==> config.mk <==
export PLATFORM = sky130hd
export DESIGN_NAME = rms_level
export DESIGN_NICKNAME = d
export VERILOG_FILES = /design/src/rtl/rms_level.sv
export SDC_FILE = /design/constraint.sdc
export NUM_CORES = 1
export LEC_CHECK = 0
export ABC_AREA = 1
export CORE_UTILIZATION = 41
export CTS_CLUSTER_DIAMETER = 60
export CTS_CLUSTER_SIZE = 16
export DETAILED_ROUTE_END_ITERATION = 8
export MAX_ROUTING_LAYER = met4
export PLACE_DENSITY_LB_ADDON = 0.08
export SKIP_LAST_GASP = 1
export SYNTH_ARGS = -nofsm -noshare
export SYNTH_HDL_FRONTEND = slang
export SYNTH_SLANG_ARGS = --single-unit
==> constraint.sdc <==
create_clock -name clk -period 5.61 [get_ports clk]
set_input_delay 1.122 -clock clk [delete_from_list [all_inputs] [get_ports clk]]
set_output_delay 1.122 -clock clk [all_outputs]
set_load 0.02 [all_outputs]
==> src/rtl/rms_level.sv <==
// rtl/rms_level.sv - decimated mean-square to RMS converter with restoring integer square root
// Optional peak-hold register enabled by RMS_LEVEL_PEAK_HOLD_EN.
module rms_level #(
    parameter int SUM_W    = 49,
    parameter int WIN_LOG2 = 12,
    parameter int DECIM    = 256,
    parameter int RMS_W    = 19
) (
    input  logic             clk,
    input  logic             rst,
    input  logic [SUM_W-1:0] sum_in,
    input  logic             window_full,
    input  logic             peak_clr,
    output logic [RMS_W-1:0] rms,
    output logic             rms_valid,
    output logic             busy,
    output logic [RMS_W-1:0] peak
);
    localparam int RAD_W = 2 * RMS_W;
    localparam int REM_W = RMS_W + 2;
    localparam int ICW   = $clog2(RMS_W);
    localparam logic [15:0]    DECIM_LAST = 16'(DECIM - 1);
    localparam logic [ICW-1:0] ICNT_LAST  = ICW'(RMS_W - 1);

    typedef enum logic [1:0] {IDLE, ITER, DONE} state_t;

    state_t             r_state;
    logic [15:0]        r_dcnt;
    logic [RAD_W-1:0]   r_rad;
    logic [REM_W-1:0]   r_rem;
    logic [RMS_W-1:0]   r_root;
    logic [ICW-1:0]     r_icnt;
    logic [RMS_W-1:0]   r_rms;
    logic               r_rms_valid;
    logic               r_busy;

    logic               w_tick;
    logic [REM_W-1:0]   w_rem_sh;
    logic [REM_W-1:0]   w_trial;
    logic               w_ge;

    assign w_tick   = window_full && (r_dcnt == DECIM_LAST);
    // Bring down the next two radicand bits and test against 4*root+1.
    assign w_rem_sh = {r_rem[REM_W-3:0], r_rad[RAD_W-1 -: 2]};
    assign w_trial  = {r_root, 2'b01};
    assign w_ge     = (w_rem_sh >= w_trial);

    always_ff @(posedge clk or posedge rst) begin
        if (rst) begin
            r_state     <= IDLE;
            r_dcnt      <= '0;
            r_rad       <= '0;
            r_rem       <= '0;
            r_root      <= '0;
            r_icnt      <= '0;
            r_rms       <= '0;
            r_rms_valid <= 1'b0;
            r_busy      <= 1'b0;
        end else begin
            if (!window_full || r_dcnt == DECIM_LAST)
                r_dcnt <= '0;
            else
                r_dcnt <= r_dcnt + 16'd1;

            r_rms_valid <= 1'b0;
            case (r_state)
                IDLE: begin
                    if (w_tick) begin
                        r_rad   <= RAD_W'(sum_in[SUM_W-1:WIN_LOG2]);
                        r_rem   <= '0;
                        r_root  <= '0;
                        r_icnt  <= '0;
                        r_busy  <= 1'b1;
                        r_state <= ITER;
                    end
                end
                ITER: begin
                    r_rad <= r_rad << 2;
                    if (w_ge) begin
                        r_rem  <= w_rem_sh - w_trial;
                        r_root <= {r_root[RMS_W-2:0], 1'b1};
                    end else begin
                        r_rem  <= w_rem_sh;
                        r_root <= {r_root[RMS_W-2:0], 1'b0};
                    end
                    r_icnt <= r_icnt + 1'b1;
                    if (r_icnt == ICNT_LAST)
                        r_state <= DONE;
                end
                DONE: begin
                    r_rms       <= r_root;
                    r_rms_valid <= 1'b1;
                    r_busy      <= 1'b0;
                    r_state     <= IDLE;
                end
                default: begin
                    r_busy  <= 1'b0;
                    r_state <= IDLE;
                end
            endcase
        end
    end

    assign rms       = r_rms;
    assign rms_valid = r_rms_valid;
    assign busy      = r_busy;

`ifdef RMS_LEVEL_PEAK_HOLD_EN
    logic [RMS_W-1:0] r_peak;
    logic             w_unused;

    // A clear coinciding with a publish restarts the hold from the new result.
    always_ff @(posedge clk or posedge rst) begin
        if (rst)
            r_peak <= '0;
        else if (r_state == DONE)
            r_peak <= (peak_clr || r_root > r_peak) ? r_root : r_peak;
        else if (peak_clr)
            r_peak <= '0;
    end

    assign peak     = r_peak;
    assign w_unused = &{1'b0, sum_in[WIN_LOG2-1:0]};
`else
    logic w_unused;

    assign peak     = '0;
    assign w_unused = &{1'b0, peak_clr, sum_in[WIN_LOG2-1:0]};
`endif
endmodule

==> results of run 1 <==
-- logic make-up (layout without fill, tap and decap cells) --
logic type               after synthesis  in the layout  share of synthesized area (%)
AND/OR/NAND/NOR                      402            402                          25.52
other                                  1             19                        0.05519
adder cells (fa/ha/maj)               24             24                          4.419
XOR/XNOR                              12             12                          1.547
flip-flops                           120            120                          44.19
AO/OA/AOI/OAI                        151            151                          11.66
buffers and inverters                194            233                          12.61
-- area by class of cell --
class,count,share of cell area (%)
Tap cell,216,3.395
Clock inverter,10,1.037
Inverter,141,6.679
Sequential cell,120,37.72
Clock buffer,19,5.563
Timing Repair Buffer,63,7.826
Multi-Input combinational cell,608,37.78
-- Yosys cell counts (all sizes together), types with 4 or more instances --
cell	n	area share, %
a21oi	18	1.3
buf	38	4.0
clkbuf	15	0.85
dfrtp	120	44
ha	24	4.4
inv	141	7.8
nand2	264	15
nand3	60	4.4
nand3b	11	1.2
nand4	8	0.83
nor2	42	2.5
nor3	12	0.96
nor3b	4	0.44
o21ai	111	8.2
o22ai	19	1.7
xnor2	9	1.2
-- worst max-delay path by stage --
stage,to,slack (ns)
floorplan,busy,1.30
global placement,r_rem[3],2.20
detailed placement,r_rad[23],2.18
CTS,r_rad[11],2.62
global route,r_rad[1],2.37
finish,r_rem[18],2.60
-- metrics by stage --
stage	instance area [µm²]	hold WS (ns)
after floorplan	6863	0.4312
after global placement	7436	0.4574
after detailed placement	7436	0.4536
after CTS	7961	0.4606
after global routing	7961	0.4679
final	7961	0.4570
-- worst max-delay path: cells and delay by family, from the launching register on --
kind / cells / cell delay, ns
adders and majority gates: 1 / 0.30
and+or+nand+nor: 12 / 2.10
buffers and inverters: 1 / 0.12
DFF: 1 / 0.35
-- power by group through the flow --
stage          registers [mW]  clock network [mW]  logic, mW
2_1_floorplan           0.884                   0     0.0484
3_3_place_gp            0.884                   0     0.0750
3_5_place_dp            0.884                   0     0.0748
4_1_cts                 0.869                1.01     0.0747
5_1_grt                 0.869                1.05     0.0847
6_report                0.869               0.990     0.0730
-- registers in the layout (all words and copies together) (netlist names) --
name and count:
r_icnt 5, r_dcnt 16, busy 1, r_root 19, rms_valid 1, r_state 2
r_rem 19, rms 19, r_rad 38
-- cell usage in the layout (no fill, tap or decap), drive strengths merged --
cell           count
nand3             60
clkinv             6
dfrtp            120
a221oi             1
clkdlybuf4s50     60
xor2               3
o21ai            111
clkbuf            19
o21bai             1
bufinv             1
conb              19
o22ai             19
nor3              12
ha                24
nand4              8
a211oi             1
clkinvlp           3
nand3b            11
inv              141
xnor2              9
nor3b              4
nand2            264
nor2              42
buf                3
nor4               1
a21oi             18
-- metal layers --
| metal | GRT usage, % | wire length [µm] | vias up |
|---|---|---|---|
| met4 | 8.384 | 231 | 0 |
| met5 | - | 0 | - |
| li1 | - | - | 2928 |
| met1 | 27.45 | 7561 | 2509 |
| met3 | 4.031 | 505 | 20 |
| met2 | 27.73 | 6074 | 101 |
==> reports/metrics.cfg, run 1 <==
[yosys]
synth_edf_count = 0
ys_types = 35
synth_area_per_cell_um2 = 7.517
synthFlopType = dfrtp_1
synth_warnings = 0
ys_seq_area_share_pct = 44.19
syn_area_um2 = 6795
synthCells = 904
yosys_register_bits = 120
async_flop_share_pct = 100.0

[floorplan]
dieWidth_um = 130.7
die_h_um = 130.7
ioPinCount = 93
initial_core_util_pct = 42.32
std_cell_rows = 46
coreArea_um2 = 16060
dieArea_um2 = 17090

[power_and_ir_drop]
power.total_mw = 1.932
comb_power_share_pct = 3.8
p_per_area_nw_per_um2 = 242.7
intPower_mw = 1.506
seqPwrFrac_pct = 45.0
clock_power_share_pct = 51.2
power_switching_mw = 0.4264
ir_worst_vdd_mv = 0.2105
power.leakage_nw = 3.839
swShare_pct = 22.07

[routing]
drcViolationCount = 0
avgViaCountPerCell = 4.722
wl_per_cell_um = 12.21
drt_iter0_markers = 339
dr.pass1.iters = 4
ant_nets = 0
routed-via-count = 5558
wirelength_um = 14370

[cells_and_area]
nets = 1028
multi_input_area_um2 = 3008
fin_util_pct = 49.58
fin_cells = 1177
antennaDiodeCount = 0
area_delta_synth_final_pct = 17.16
drive_above_1_share_pct = 4.787
ff_latch_area_um2 = 3003
fill_cells = 1628

[place]
pre_cts_slack_ns = 2.178
placed_cells = 1148
place.gp.congestion = 0.8460
dp_hpwl_um = 9516
port_buffers = 60

[sta]
finalMaxSlewViolations = 0
fin_crit_sh_pct = 53.59
maxSlewHeadroom_pct = 29.73
clock_skew_ns = 0.009441
worst_pin_slew_ns = 1.051
hold_viol = 0
fin_ws_ns = 2.604
rsz0062_at_grt = no
max_freq_ghz = 0.3326
timing.setup.tns_ns = 0
fin_crit_ns = 3.006
setup_viol = 0

[clock_network]
cts.sinks = 120
cts_hold_buf = 0
postCtsSetupRepairBufs = 0
cts_tree = built
cts_buffer_depth = 2
clk_latency_ns = 0.42
post_cts_resized = 0
cts_htree_levels = 4
cts.clk_slew.worst_paths_ns = 0.05
numCtsBuffers = 17
root_buffer = clkbuf_16

[setup_path]
critPathMaxStageDelay_ns = 0.70
cp_slowest_cell = nor2_2
reg2reg_depth = 14
crit_top_cell = nand2_1
worstSetupStartpointType = flip-flop
rr_startpoint = r_root[7]
critical_path_class = reg2reg
crit_fanout = 20
cp.required_ns = 5.91
r2r-end = r_rem[18]
rrSetupSlack_ns = 2.60
arrival_ns = 3.30
worstPathCellList = inv_1 > ha_1 > nand2_1 > nor2_1 > nand2_1 > nor2_1 > nand2_1 > nand2_1 > nor2_2 > nand2_2 > nand2_4 > nand2_1 > nand2_1 > nand2_1
cp-startpoint = r_root[7]
critical_path.endpoint_type = flip-flop

[global_routing]
grt_pass1_wl_um = 25490
antenna_found_initial = 0
grt_max_degree = 108
grt_overflow = 0
grt_pass1_vias = 5255
grtUsageTotal_pct = 19.74

[worst_hold_path]
hold_path.class = reg2reg
hold_end = r_dcnt[0]
whs_path_depth = 1
hp-start = r_dcnt[0]

[job]
cap_violations = 0

[status]
status = finished, final reports clean

Power figures use the tool's default switching activity.
==> run 2, diff against run 1 <==
clock period = 2.9 ns   (was 5.61 ns; I/O delays follow)
==> run 2 against run 1 <==
Effect of this change:
- critical path depth decreased by 2
- flip-flop and latch count unchanged
- clock skew increased by 0.0043 ns
- final cell count increased by 0.93%
- combinational power increased by 100%
- final area increased by 2.6%
- global-route usage decreased by 0.098 points
- sequential share of layout area decreased by 0.96 points
- power increased by 110%
- hold slack improved by 0.011 ns
- setup slack got worse by 1.9 ns
- first-iteration DRC count decreased by 17%
- critical endpoint is now r_rem[12]
==> reports/metrics.cfg, run 2 (same netlist as run 1, synthesis figures left out) <==
[status]
status = finished, final reports clean

[setup_path]
critical_path.endpoint_type = flip-flop
crit_top_cell = nand2_1
cp_slowest_cell = dfrtp_1
arrival_ns = 2.51
crit_buf_inv = 3
cp_top_family = simple AND/OR/NAND/NOR gates
critical_path_class = reg2reg
worstSetupStartpointType = flip-flop
worstPathCellList = ha_1 > nand2_2 > inv_1 > nand2_1 > inv_1 > a21oi_1 > nand2_1 > nand2_2 > buf_4 > nand3b_1 > nand3_1 > nand2_1
crit_fanout = 16
cp.required_ns = 3.19
critPathMaxStageDelay_ns = 0.42

[routing]
dr.pass1.iters = 5
routed-via-count = 5596
wl_per_cell_um = 12.13
wirelength_um = 14410
ant_nets = 0
drcViolationCount = 0
avgViaCountPerCell = 4.710
drt_iter0_markers = 282

[floorplan]
die_h_um = 130.7
ioPinCount = 93
std_cell_rows = 46
initial_core_util_pct = 42.32
coreArea_um2 = 16060
dieWidth_um = 130.7
dieArea_um2 = 17090

[sta]
hold_viol = 0
fin_crit_ns = 2.214
finalMaxSlewViolations = 0
timing.setup.tns_ns = 0
maxSlewHeadroom_pct = 28.21
worst_pin_slew_ns = 1.074
max_freq_ghz = 0.4517
setup_viol = 0
clock_skew_ns = 0.01378
rsz0062_at_grt = no
fin_crit_sh_pct = 76.34
fin_ws_ns = 0.6863

[clock_network]
root_buffer = clkbuf_16
postCtsSetupRepairBufs = 0
numCtsBuffers = 17
post_cts_resized = 0
cts.sinks = 120
clk_latency_ns = 0.42
cts_buffer_depth = 2
cts_hold_buf = 0
cts.clk_slew.worst_paths_ns = 0.06
cts_htree_levels = 4
cts_tree = built

[power_and_ir_drop]
p_per_area_nw_per_um2 = 485.7
power.leakage_nw = 3.940
ir_worst_vdd_mv = 0.3970

[global_routing]
grt_pass1_wl_um = 25160
antenna_found_initial = 0
grtUsageMet1_pct = 27.86
grtUsageMet2_pct = 28.07
busiest_layer = met2
grtUsageTotal_pct = 19.64
grt_pass1_vias = 5277
use_met3_pct = 3.420
grt_max_degree = 84
grt_overflow = 0

[cells_and_area]
area_delta_synth_final_pct = 20.24
ff_latch_area_um2 = 3003
layout_common_cells = nand2_1, inv_1, dfrtp_1, o21ai_0
layout_commonest_cell = nand2_1
regMostFlops = r_rad
nets = 1038
multi_input_area_um2 = 3008
antennaDiodeCount = 0
drive_above_1_share_pct = 5.761
largest_reg_flops = 38
fill_cells = 1603

[place]
dp_hpwl_um = 10020
port_buffers = 60
pre_cts_slack_ns = 0.6304
place.gp.congestion = 0.8693

[worst_hold_path]
hold_path.class = reg2reg

[job]
cap_violations = 0

run 2: cell types whose count changed in the layout (fill, tap and decap cells not counted):
cell | previous run | this run
inv_4 | 1 | 0
bufinv_16 | 1 | 3
clkinvlp_4 | 3 | 2
clkbuf_1 | 1 | 2
buf_12 | 0 | 5
clkinv_4 | 0 | 1
buf_4 | 3 | 8
clkbuf_8 | 1 | 3
clkinv_2 | 6 | 3
run 2: per-stage QoR:
step | cell area, µm² | hold slack, ns | power (mW) | instances | util [%]
final | 8170 | 0.4676 | 3.969 | 1188 | 50.88
after global routing | 8170 | 0.4907 | 4.112 | 1188 | 50.88
after CTS | 8170 | 0.4697 | 4.011 | 1188 | 50.88
after detailed placement | 7575 | 0.4552 | 1.860 | 1158 | 47.17
after global placement | 7575 | 0.4540 | 1.861 | 1158 | 47.17
after floorplan | 6867 | 0.4312 | 1.804 | 922 | -
run 2: final timing paths:
check | from | end | slack (ns) | cells past startpoint
max in group asynchronous | rst | r_root[10] | 1.65 | 3
setup / recovery | r_rem[9] | r_rem[12] | 0.69 | 12
setup reg to reg | r_rem[9] | r_rem[12] | 0.69 | 12
min in group asynchronous | rst | r_rad[34] | 0.59 | 2
hold / removal | r_dcnt[0] | r_dcnt[0] | 0.47 | 1
hold reg to reg | r_dcnt[0] | r_dcnt[0] | 0.47 | 1
run 2: worst reg2reg max path: cells and delay by family, from the launching register on:
kind / cells / cell delay [ns]
flip-flops: 1 / 0.42
AND/OR/NAND/NOR: 7 / 0.74
buffers and inverters: 3 / 0.33
AO/OA/AOI/OAI: 1 / 0.18
adder cells (fa/ha/maj): 1 / 0.42
run 2: power breakdown:
part	leakage, nW	switching, mW	internal (mW)	total [mW]
registers	1.55	0.00216	1.68	1.68
clock network	0.292	0.735	1.41	2.14
logic	2.10	0.0801	0.0658	0.146
total	3.94	0.818	3.15	3.97
run 2: final cells by class:
cell class | instances | area share (%)
clock buffers | 22 | 5.804
repair buffers | 73 | 9.311
flip-flops and latches | 120 | 36.75
inverters | 141 | 6.524
clock inverters | 8 | 1.485
multi-input cells | 608 | 36.81
well taps | 216 | 3.308
run 2: per-layer routing:
metal	wire (µm)	vias up
li1	-	2954
met2	6176	95
met1	7666	2533
met3	382	14
met4	180	0
met5	0	-
